**src/rtl/ora_misr.sv**
```systemverilog
// Output response analyser: two parallel MISRs compact CUT and reference beats
// per window; a one-cycle ORA_RES pulse flags a signature mismatch at window close.
module ora_misr #(
  parameter int                 WIDTH    = 8,
  parameter int                 SIG_BITS = 16,
  parameter logic [SIG_BITS-1:0] POLY    = 16'h1021,
  parameter logic [SIG_BITS-1:0] SEED    = 16'hFFFF,
  parameter int                 WINDOW   = 16
) (
  input  logic                clk,
  input  logic                rst,
  input  logic [WIDTH-1:0]    CUT_OUT,
  input  logic [WIDTH-1:0]    REF_OUT,
  input  logic                VALID,
  output logic                READY,
  input  logic                TPG_END,
  output logic                ORA_RES,
  output logic                WIN_DONE,
  output logic [SIG_BITS-1:0] SIG
);

  localparam int CNT_W = $clog2(WINDOW);
  localparam logic [CNT_W-1:0] LAST_CNT = CNT_W'(WINDOW - 1);

  typedef enum logic [1:0] {
    IDLE = 2'd0,
    ACC  = 2'd1,
    CMP  = 2'd2
  } state_t;

  state_t              state_reg;
  logic [SIG_BITS-1:0] cut_misr_reg;
  logic [SIG_BITS-1:0] ref_misr_reg;
  logic [CNT_W-1:0]    count_reg;
  logic [SIG_BITS-1:0] sig_reg;
  logic                ora_res_reg;
  logic                win_done_reg;

  logic                accept;
  logic [SIG_BITS-1:0] cut_misr_next;
  logic [SIG_BITS-1:0] ref_misr_next;

  function automatic logic [SIG_BITS-1:0] misr_step(
    input logic [SIG_BITS-1:0] m,
    input logic [WIDTH-1:0]    d
  );
    logic [SIG_BITS-1:0] ext;
    ext = '0;
    ext[WIDTH-1:0] = d;
    return {m[SIG_BITS-2:0], 1'b0} ^ (m[SIG_BITS-1] ? POLY : '0) ^ ext;
  endfunction

  assign READY         = (state_reg != CMP);
  assign accept        = VALID && READY;
  assign cut_misr_next = misr_step(cut_misr_reg, CUT_OUT);
  assign ref_misr_next = misr_step(ref_misr_reg, REF_OUT);

  assign ORA_RES  = ora_res_reg;
  assign WIN_DONE = win_done_reg;
  assign SIG      = sig_reg;

  always_ff @(posedge clk) begin
    if (rst) begin
      state_reg    <= IDLE;
      cut_misr_reg <= SEED;
      ref_misr_reg <= SEED;
      count_reg    <= '0;
      sig_reg      <= SEED;
      ora_res_reg  <= 1'b0;
      win_done_reg <= 1'b0;
    end else begin
      ora_res_reg  <= 1'b0;
      win_done_reg <= 1'b0;
      unique case (state_reg)
        IDLE: begin
          // A lone TPG_END with no open window has nothing to close.
          if (accept) begin
            cut_misr_reg <= cut_misr_next;
            ref_misr_reg <= ref_misr_next;
            count_reg    <= CNT_W'(1);
            state_reg    <= TPG_END ? CMP : ACC;
          end
        end
        ACC: begin
          if (accept) begin
            cut_misr_reg <= cut_misr_next;
            ref_misr_reg <= ref_misr_next;
            count_reg    <= count_reg + CNT_W'(1);
            // count holds beats before this one, so WINDOW-1 means this beat fills it
            if (count_reg == LAST_CNT || TPG_END) begin
              state_reg <= CMP;
            end
          end else if (TPG_END) begin
            state_reg <= CMP;
          end
        end
        CMP: begin
          win_done_reg <= 1'b1;
          ora_res_reg  <= (cut_misr_reg != ref_misr_reg);
          sig_reg      <= cut_misr_reg;
          cut_misr_reg <= SEED;
          ref_misr_reg <= SEED;
          count_reg    <= '0;
          state_reg    <= IDLE;
        end
        default: begin
          state_reg <= IDLE;
        end
      endcase
    end
  end

endmodule

```
**config.mk**
```make
export PLATFORM = sky130hd
export DESIGN_NAME = ora_misr
export DESIGN_NICKNAME = d
export VERILOG_FILES = /design/src/rtl/ora_misr.sv
export SDC_FILE = /design/constraint.sdc
export NUM_CORES = 1
export LEC_CHECK = 0
export CORE_MARGIN = 10
export CORE_UTILIZATION = 40
export DETAILED_ROUTE_END_ITERATION = 8
export PLACE_DENSITY_LB_ADDON = 0.3
export SLEW_MARGIN = 5
export SYNTH_ARGS = -nofsm -noshare
export SYNTH_HDL_FRONTEND = slang
export SYNTH_SLANG_ARGS = --single-unit
```
**constraint.sdc**
```tcl
create_clock -name clk -period 3.7 [get_ports clk]
set_input_delay 1.11 -clock clk [delete_from_list [all_inputs] [get_ports clk]]
set_output_delay 1.11 -clock clk [all_outputs]
set_load 0.02 [all_outputs]
```
# --- Word level (Yosys, flattened, before mapping) ---
# Cells that the tools add are included.
# W data, S select, Z words.
op_classes:
  n_bitwise: 5
  n_mux: 16
  n_addsub: 1
  n_eq_ne: 10
  reduce_logical: 10
ops:
  columns: ["op", "n"]
  rows:
  - ["$pmux W16 S2", 2]
  - ["$mux W16", 2]
  - ["$xor A16 B13 Y16", 2]
  - ["$xor A16 B8 Y16", 2]
  - ["$mux W13", 2]
  - ["$ne A16 B16 Y1", 1]
  - ["$pmux W4 S3", 1]
  - ["$mux W2", 5]
  - ["$mux W4", 2]
  - ["$ne A2 B2 Y1 const B", 3]
  - ["$ne A3 B3 Y1 const B", 2]
  - ["$reduce_and A3 Y1", 2]
  - ["$add A4 B1 Y4 const B", 1]
  - ["$eq A4 B4 Y1 const B", 1]
  - ["$pmux W2 S2", 1]
  - ["$reduce_or A2 Y1", 2]
  - ["$reduce_bool A3 Y1", 1]
  - ["$eq A2 B1 Y1 const B", 1]
  - ["$eq A2 B2 Y1 const B", 1]
  - ["$logic_not A2 Y1", 1]
  - ["$ne A2 B1 Y1 const B", 1]
  - ["$reduce_and A2 Y1", 1]
  - ["$reduce_bool A2 Y1", 1]
  - ["$logic_and A1 B1 Y1", 1]
  - ["3 further kinds", 3]
word_totals:
  ff_bits: 56
  out_inout_bits: 19

# --- Depth between registers and ports, before layout ---
# Gate-level depths: netlist of run 1.
depth:
  ltp_word: 5
  mapped_depth: 6

# --- Least setup slack after synthesis of run 1 ---
# Ideal clock, no wire load.
synth_path:
  path_kind: "register to output"
  startpoint: "register state_reg[0]"
  endpoint: "output port READY"
  required_time_ps: 2590
  path_slack_ps: 1651
  stages_incl_launch_ff: 4
  arrival_time_ps: 939
  cell_sequence: "dfxtp_1 -> inv_1 -> ha_1 -> clkinv_1"
synth_via:
  elab_chain_len: 1
synth_lines:
  columns: ["item", "line_no", "source"]
  rows:
  - ["start, declared", "31", "state_t state_reg;"]
  - ["start signal, assigned", "81", "state_reg <= TPG_END ? CMP : ACC;"]
  - ["$ne A2 B2 Y1", "53", "assign READY = (state_reg != CMP);"]
  - ["end, declared", "15", "output logic READY,"]
# No other way between the ends.

# --- Worst setup path in the final report of run 1 ---
# Ends and elaborated chain as after synthesis.

==> results of run 1 <==
[cell type report]
cell class / count / area, um2
Fill cell: 619 / 3210
Tap cell: 77 / 96.3
Sequential cell: 56 / 1120
Clock buffer: 7 / 96.3
Inverter: 3 / 11.3
Timing Repair Buffer: 41 / 403
Multi-Input combinational cell: 204 / 1380
[cell usage after synthesis]
cell	number	area share, %
clkbuf_1	15	2.2
nand3_1	2	0.39
xnor2_1	18	6.1
or4b_1	2	0.77
nand2b_1	1	0.24
nor2_1	32	4.6
o21ai_0	4	0.77
a31oi_1	1	0.24
nand4_1	5	1.2
nand3b_1	1	0.29
ha_1	4	1.9
or3_1	1	0.24
and2_1	4	0.97
mux2i_2	1	0.53
buf_2	3	0.58
inv_1	1	0.14
or3_2	1	0.29
dfxtp_1	56	43
or4_1	1	0.29
nor2b_4	1	0.53
nand2_1	3	0.43
a211o_1	18	6.1
and2_4	1	0.34
nor4_1	1	0.24
xor2_1	18	6.1
inv_2	1	0.14
buf_4	3	0.87
clkinv_1	1	0.14
a21oi_1	8	1.5
o21a_1	1	0.29
mux2_2	1	0.43
nor3_1	31	6.0
o21bai_1	30	8.7
nor2b_1	13	3.1
[report_power, final]
group | switching [uW] | total [uW] | internal, uW
logic | 199 | 389 | 189
clock network | 187 | 354 | 167
registers | 56.6 | 722 | 665
[layout by cell type, fill, tap and decap left out, types with 2 or more instances in the layout]
cell type,instances
a211o_1,18
a21oi_1,8
and2_1,4
buf_4,3
clkbuf_8,7
clkdlybuf4s50_1,38
dfxtp_1,56
ha_1,3
nand2_1,3
nand3_1,2
nand4_1,5
nor2_1,32
nor2b_1,13
nor3_1,31
o21ai_0,4
o21bai_1,30
or4b_1,2
xnor2_1,18
xor2_1,18
[routing by layer]
| metal | track usage, % | vias up | routed length, um |
|---|---|---|---|
| li1 | - | 1037 | - |
| met1 | 15.6 | 917 | 2870 |
| met2 | 16.0 | 35 | 2430 |
| met3 | 3.91 | 5 | 347 |
| met4 | 3.59 | 0 | 63 |
| met5 | 0 | - | 0 |
[kinds of logic after synthesis]
family	count (synthesis)
AO/OA/AOI/OAI	62
XOR/XNOR	36
adder cells (fa/ha/maj)	4
buffers and inverters	24
flip-flops	56
multiplexers	2
AND/OR/NAND/NOR	100
[worst register-to-register path, stage by stage, from the launching register on]
cell	delay (ns)
dfxtp_1	0.36
inv_1	0.11
ha_2	0.21
buf_4	0.31
nand2b_1	0.24
or4b_1	0.47
a21oi_1	0.14
[through the flow]
stage               setup slack [ns]  instance area (um2)  cells  total power (uW)
CTS                            0.661                 3100    388              1480
global route                   0.550                 3100    388              1550
finish                         0.685                 3100    388              1460
detailed placement             0.840                 3010    381              1130
global placement               0.889                 3010    381              1120
floorplan                       1.65                 2590    284               994
[path summary, 6_finish.rpt]
path,from,to,depth (start not counted)
worst max-delay path,state_reg[0],READY,4
worst min-delay path,SIG[9],SIG[9],1
worst max register to register,state_reg[0],state_reg[0],6
worst min register to register,SIG[9],SIG[9],1
==> reports/qor.yml, run 1 <==
synthAdderAreaFrac_pct: 1.93
worst_setup_path_start_kind: "register"
clkTransAtPathRegs_ns: 0.09
seq_area_frac_synth_pct: 43.3
drive_above_1_share_pct: 5.47
p_per_area_mw_per_mm2: 472
critPathArrivalTime_ns: 1.90
viasPerCell: 5.14
critical_path.top_delay_family: "buffers and inverters"
cap_violations: 0
drtAntennaViolNets: 0
min_path_type: "register to register"
start_util_pct: 41.0
outcome: "finished clean"
cts_tree: "done"
setup_violations: 0
cp_max_fo: 9
reg2reg_slack_ns: 1.79
gp_congestion: 0.757
path_class: "register to output port"
yosysUniqueCellTypes: 34
clk_latency_ns: 0.30
timing.fmax_mhz: 332
first_pass_iters: 6
drv_slew: 0
die_w_um: 100
cp-end-kind: "output port"
drtIter0Drc: 122
fin_util_pct: 49.2
cts_sinks: 56
syn2layout_area_growth_pct: 19.8
grt_pass1_wl_mm: 9.40
cts_inserted_buffers: 5
num-nets-final: 335
path_cells: "inv_1, ha_2, clkinv_1, clkdlybuf4s50_1"
leakagePower_uw: 0.00119
postSynthAreaPerCell_um2: 9.12
core_area_mm2: 0.00631
worst-path-buf-inv: 3
grt.total_usage_pct: 11.3
syn-num-nets: 308
root_buffer: "clkbuf_8"
cts_buffer_depth: 2
n_antenna_cell: 0
num_vias: 1994
synth_compound_area_share_pct: 17.6
htreeDepth: 2
grt_setup_unrepaired: "false"
slew_headroom_pct: 47.5
synth_top_family_by_area: "simple AND/OR/NAND/NOR gates"
slowest_stage: "clkdlybuf4s50_1"
fp.dieH_um: 100
synthCells: 284
period_share_pct: 81.5
setup_tns_ns: 0
hold_buffers: 0
wl_mm: 5.71
ir_worst_vdd_uv: 194
ys_warn_count: 0
finalCriticalPeriod_ns: 3.01
die_area_mm2: 0.0101
port_buffers: 38
synth_xor_area_share_pct: 12.2
dp_hpwl_mm: 3.79
whs_ns: 0.475
hold_viol: 0
synth-simple-area-share_pct: 20.0
wl_per_cell_um: 14.7
worst_slew_pin_slew_ns: 0.772
cp.required_ns: 2.59
ys_ff_latch: 56
crit_path_max_incr_delay_ns: 0.64
grt_pass1_vias: 1906
io_pins: 39
std_cell_rows: 29
synthMuxAreaShare_pct: 0.966
ctsResizeCount: 0
grt_max_degree: 61
antenna_found_initial: 0
fin_skew_ns: 0.00595
overflow: 0
mappedNetlistArea_mm2: 0.00259
postCtsSetupBuffers: 0
drc: 0
(Power assumes the default switching activity.)
==> run 2: changes to the inputs <==
Clock period 3.7 ns to 2.66 ns, I/O delays scaled along.
==> run 2 against run 1 <==
- critical path depth unchanged
- worst hold slack got worse by 0.0040 ns
- core utilization rose by 0.38 points
- non-clock buffer count grew 2
- critical endpoint unchanged
- combinational power rose by 41%
- global-route usage up 0.27 points
==> reports/qor.yml, run 2 (same netlist as run 1, synthesis figures left out) <==
finalCriticalPeriod_ns: 2.46
clk_latency_ns: 0.31
critical_path.top_delay_family: "buffers and inverters"
grt_setup_unrepaired: "false"
path_class: "register to output port"
first_pass_iters: 4
die_area_mm2: 0.0101
place_ws_ns: 0.249
power_uw: 2020
slowest_stage: "clkdlybuf4s50_1"
worst_slack_ns: 0.197
cp.required_ns: 1.86
p_per_area_mw_per_mm2: 646
num_vias: 1971
reg2reg_depth: 7
syn2layout_area_growth_pct: 20.7
cts_sinks: 56
min_path_type: "register to register"
worst_setup_path_start_kind: "register"
viasPerCell: 5.04
wl_mm: 5.63
period_share_pct: 92.6
grt_pass1_vias: 2002
hold_viol: 0
path_cells: "inv_1, ha_2, clkinv_1, clkdlybuf4s50_1"
n_antenna_cell: 0
die_w_um: 100
grt.total_usage_pct: 11.6
whs_ns: 0.471
hold_buffers: 0
outcome: "finished clean"
wl_per_cell_um: 14.4
drtAntennaViolNets: 0
grt_max_degree: 61
fin_skew_ns: 0.00368
grt_pass1_wl_mm: 9.67
cts_tree: "done"
overflow: 0
critPathArrivalTime_ns: 1.66
multi_input_area_mm2: 0.00138
final_common_cell: "dfxtp_1"
dp_hpwl_mm: 3.76
cts_buffer_depth: 2
regArea_mm2: 0.00112
drv_slew: 0
crit_path_max_incr_delay_ns: 0.60
reg2reg_from: "state_reg[0]"
drive_above_1_share_pct: 6.37
min_from: "SIG[6]"
num-nets-final: 337
ctsResizeCount: 0
worst_slew_pin_slew_ns: 0.618
drtIter0Drc: 105
holdPathEnd: "SIG[6]"
cp-end-kind: "output port"
timing.fmax_mhz: 406
setup_tns_ns: 0
gp_congestion: 0.745
worst-path-buf-inv: 3
cts_inserted_buffers: 5
io_pins: 39
reg2reg_slack_ns: 0.72
fillCellCount: 607
htreeDepth: 2
antenna_found_initial: 0
postCtsSetupBuffers: 0
port_buffers: 38
ir_worst_vdd_uv: 247
final_cell_mix: "56 x dfxtp_1, 38 x clkdlybuf4s50_1, 32 x nor2_1"
core_area_mm2: 0.00631
start_util_pct: 41.0
leakagePower_uw: 0.00119
cap_violations: 0
std_cell_rows: 29
fp.dieH_um: 100
root_buffer: "clkbuf_8"
clkTransAtPathRegs_ns: 0.10
drc: 0
setup_violations: 0
r2r-end: "state_reg[1]"
hold_depth: 1
slew_headroom_pct: 57.9
cp_max_fo: 4
==> run 2: stage by stage <==
step	std cells	utilization, %	instance area, um2
after detailed placement	383	48.1	3040
after floorplan	284	-	2590
after global routing	391	49.5	3130
after CTS	391	49.5	3130
after global placement	383	48.1	3040
final	391	49.5	3130
==> run 2: worst max-delay path by stage <==
stage,from,to,slack (ns),cells after the start
4_1_cts,state_reg[0],READY,0.16,4
5_1_grt,state_reg[0],READY,0.08,4
6_report,state_reg[0],READY,0.20,4
2_1_floorplan,state_reg[0],READY,0.92,3
3_3_place_gp,VALID,cut_misr_reg[2],0.30,5
3_5_place_dp,VALID,cut_misr_reg[15],0.25,5
==> run 2: area by class of cell <==
| class | count | share of cell area (%) |
|---|---|---|
| inverters | 3 | 0.360 |
| flip-flops and latches | 56 | 35.8 |
| clock buffers | 5 | 2.20 |
| well taps | 77 | 3.08 |
| repair buffers | 43 | 13.8 |
| clock inverters | 3 | 0.760 |
| multi-input cells | 204 | 44.0 |
==> run 2: routing by layer <==
metal	wire [um]	global-route usage, %	vias up
li1	-	-	1039
met1	2920	15.5	886
met2	2270	16.8	40
met3	343	3.84	6
met4	87	4.24	0
met5	0	0	-
==> run 2: power by group <==
group | internal [uW] | switching, uW
combinational | 270 | 278
clock | 187 | 282
sequential | 925 | 78.7
==> run 3: changes to the inputs <==
Settings changed: SLEW_MARGIN 5 to not set.
==> results of run 3 <==
No change in the layout: final DEF, timing and power equal those of run 2.
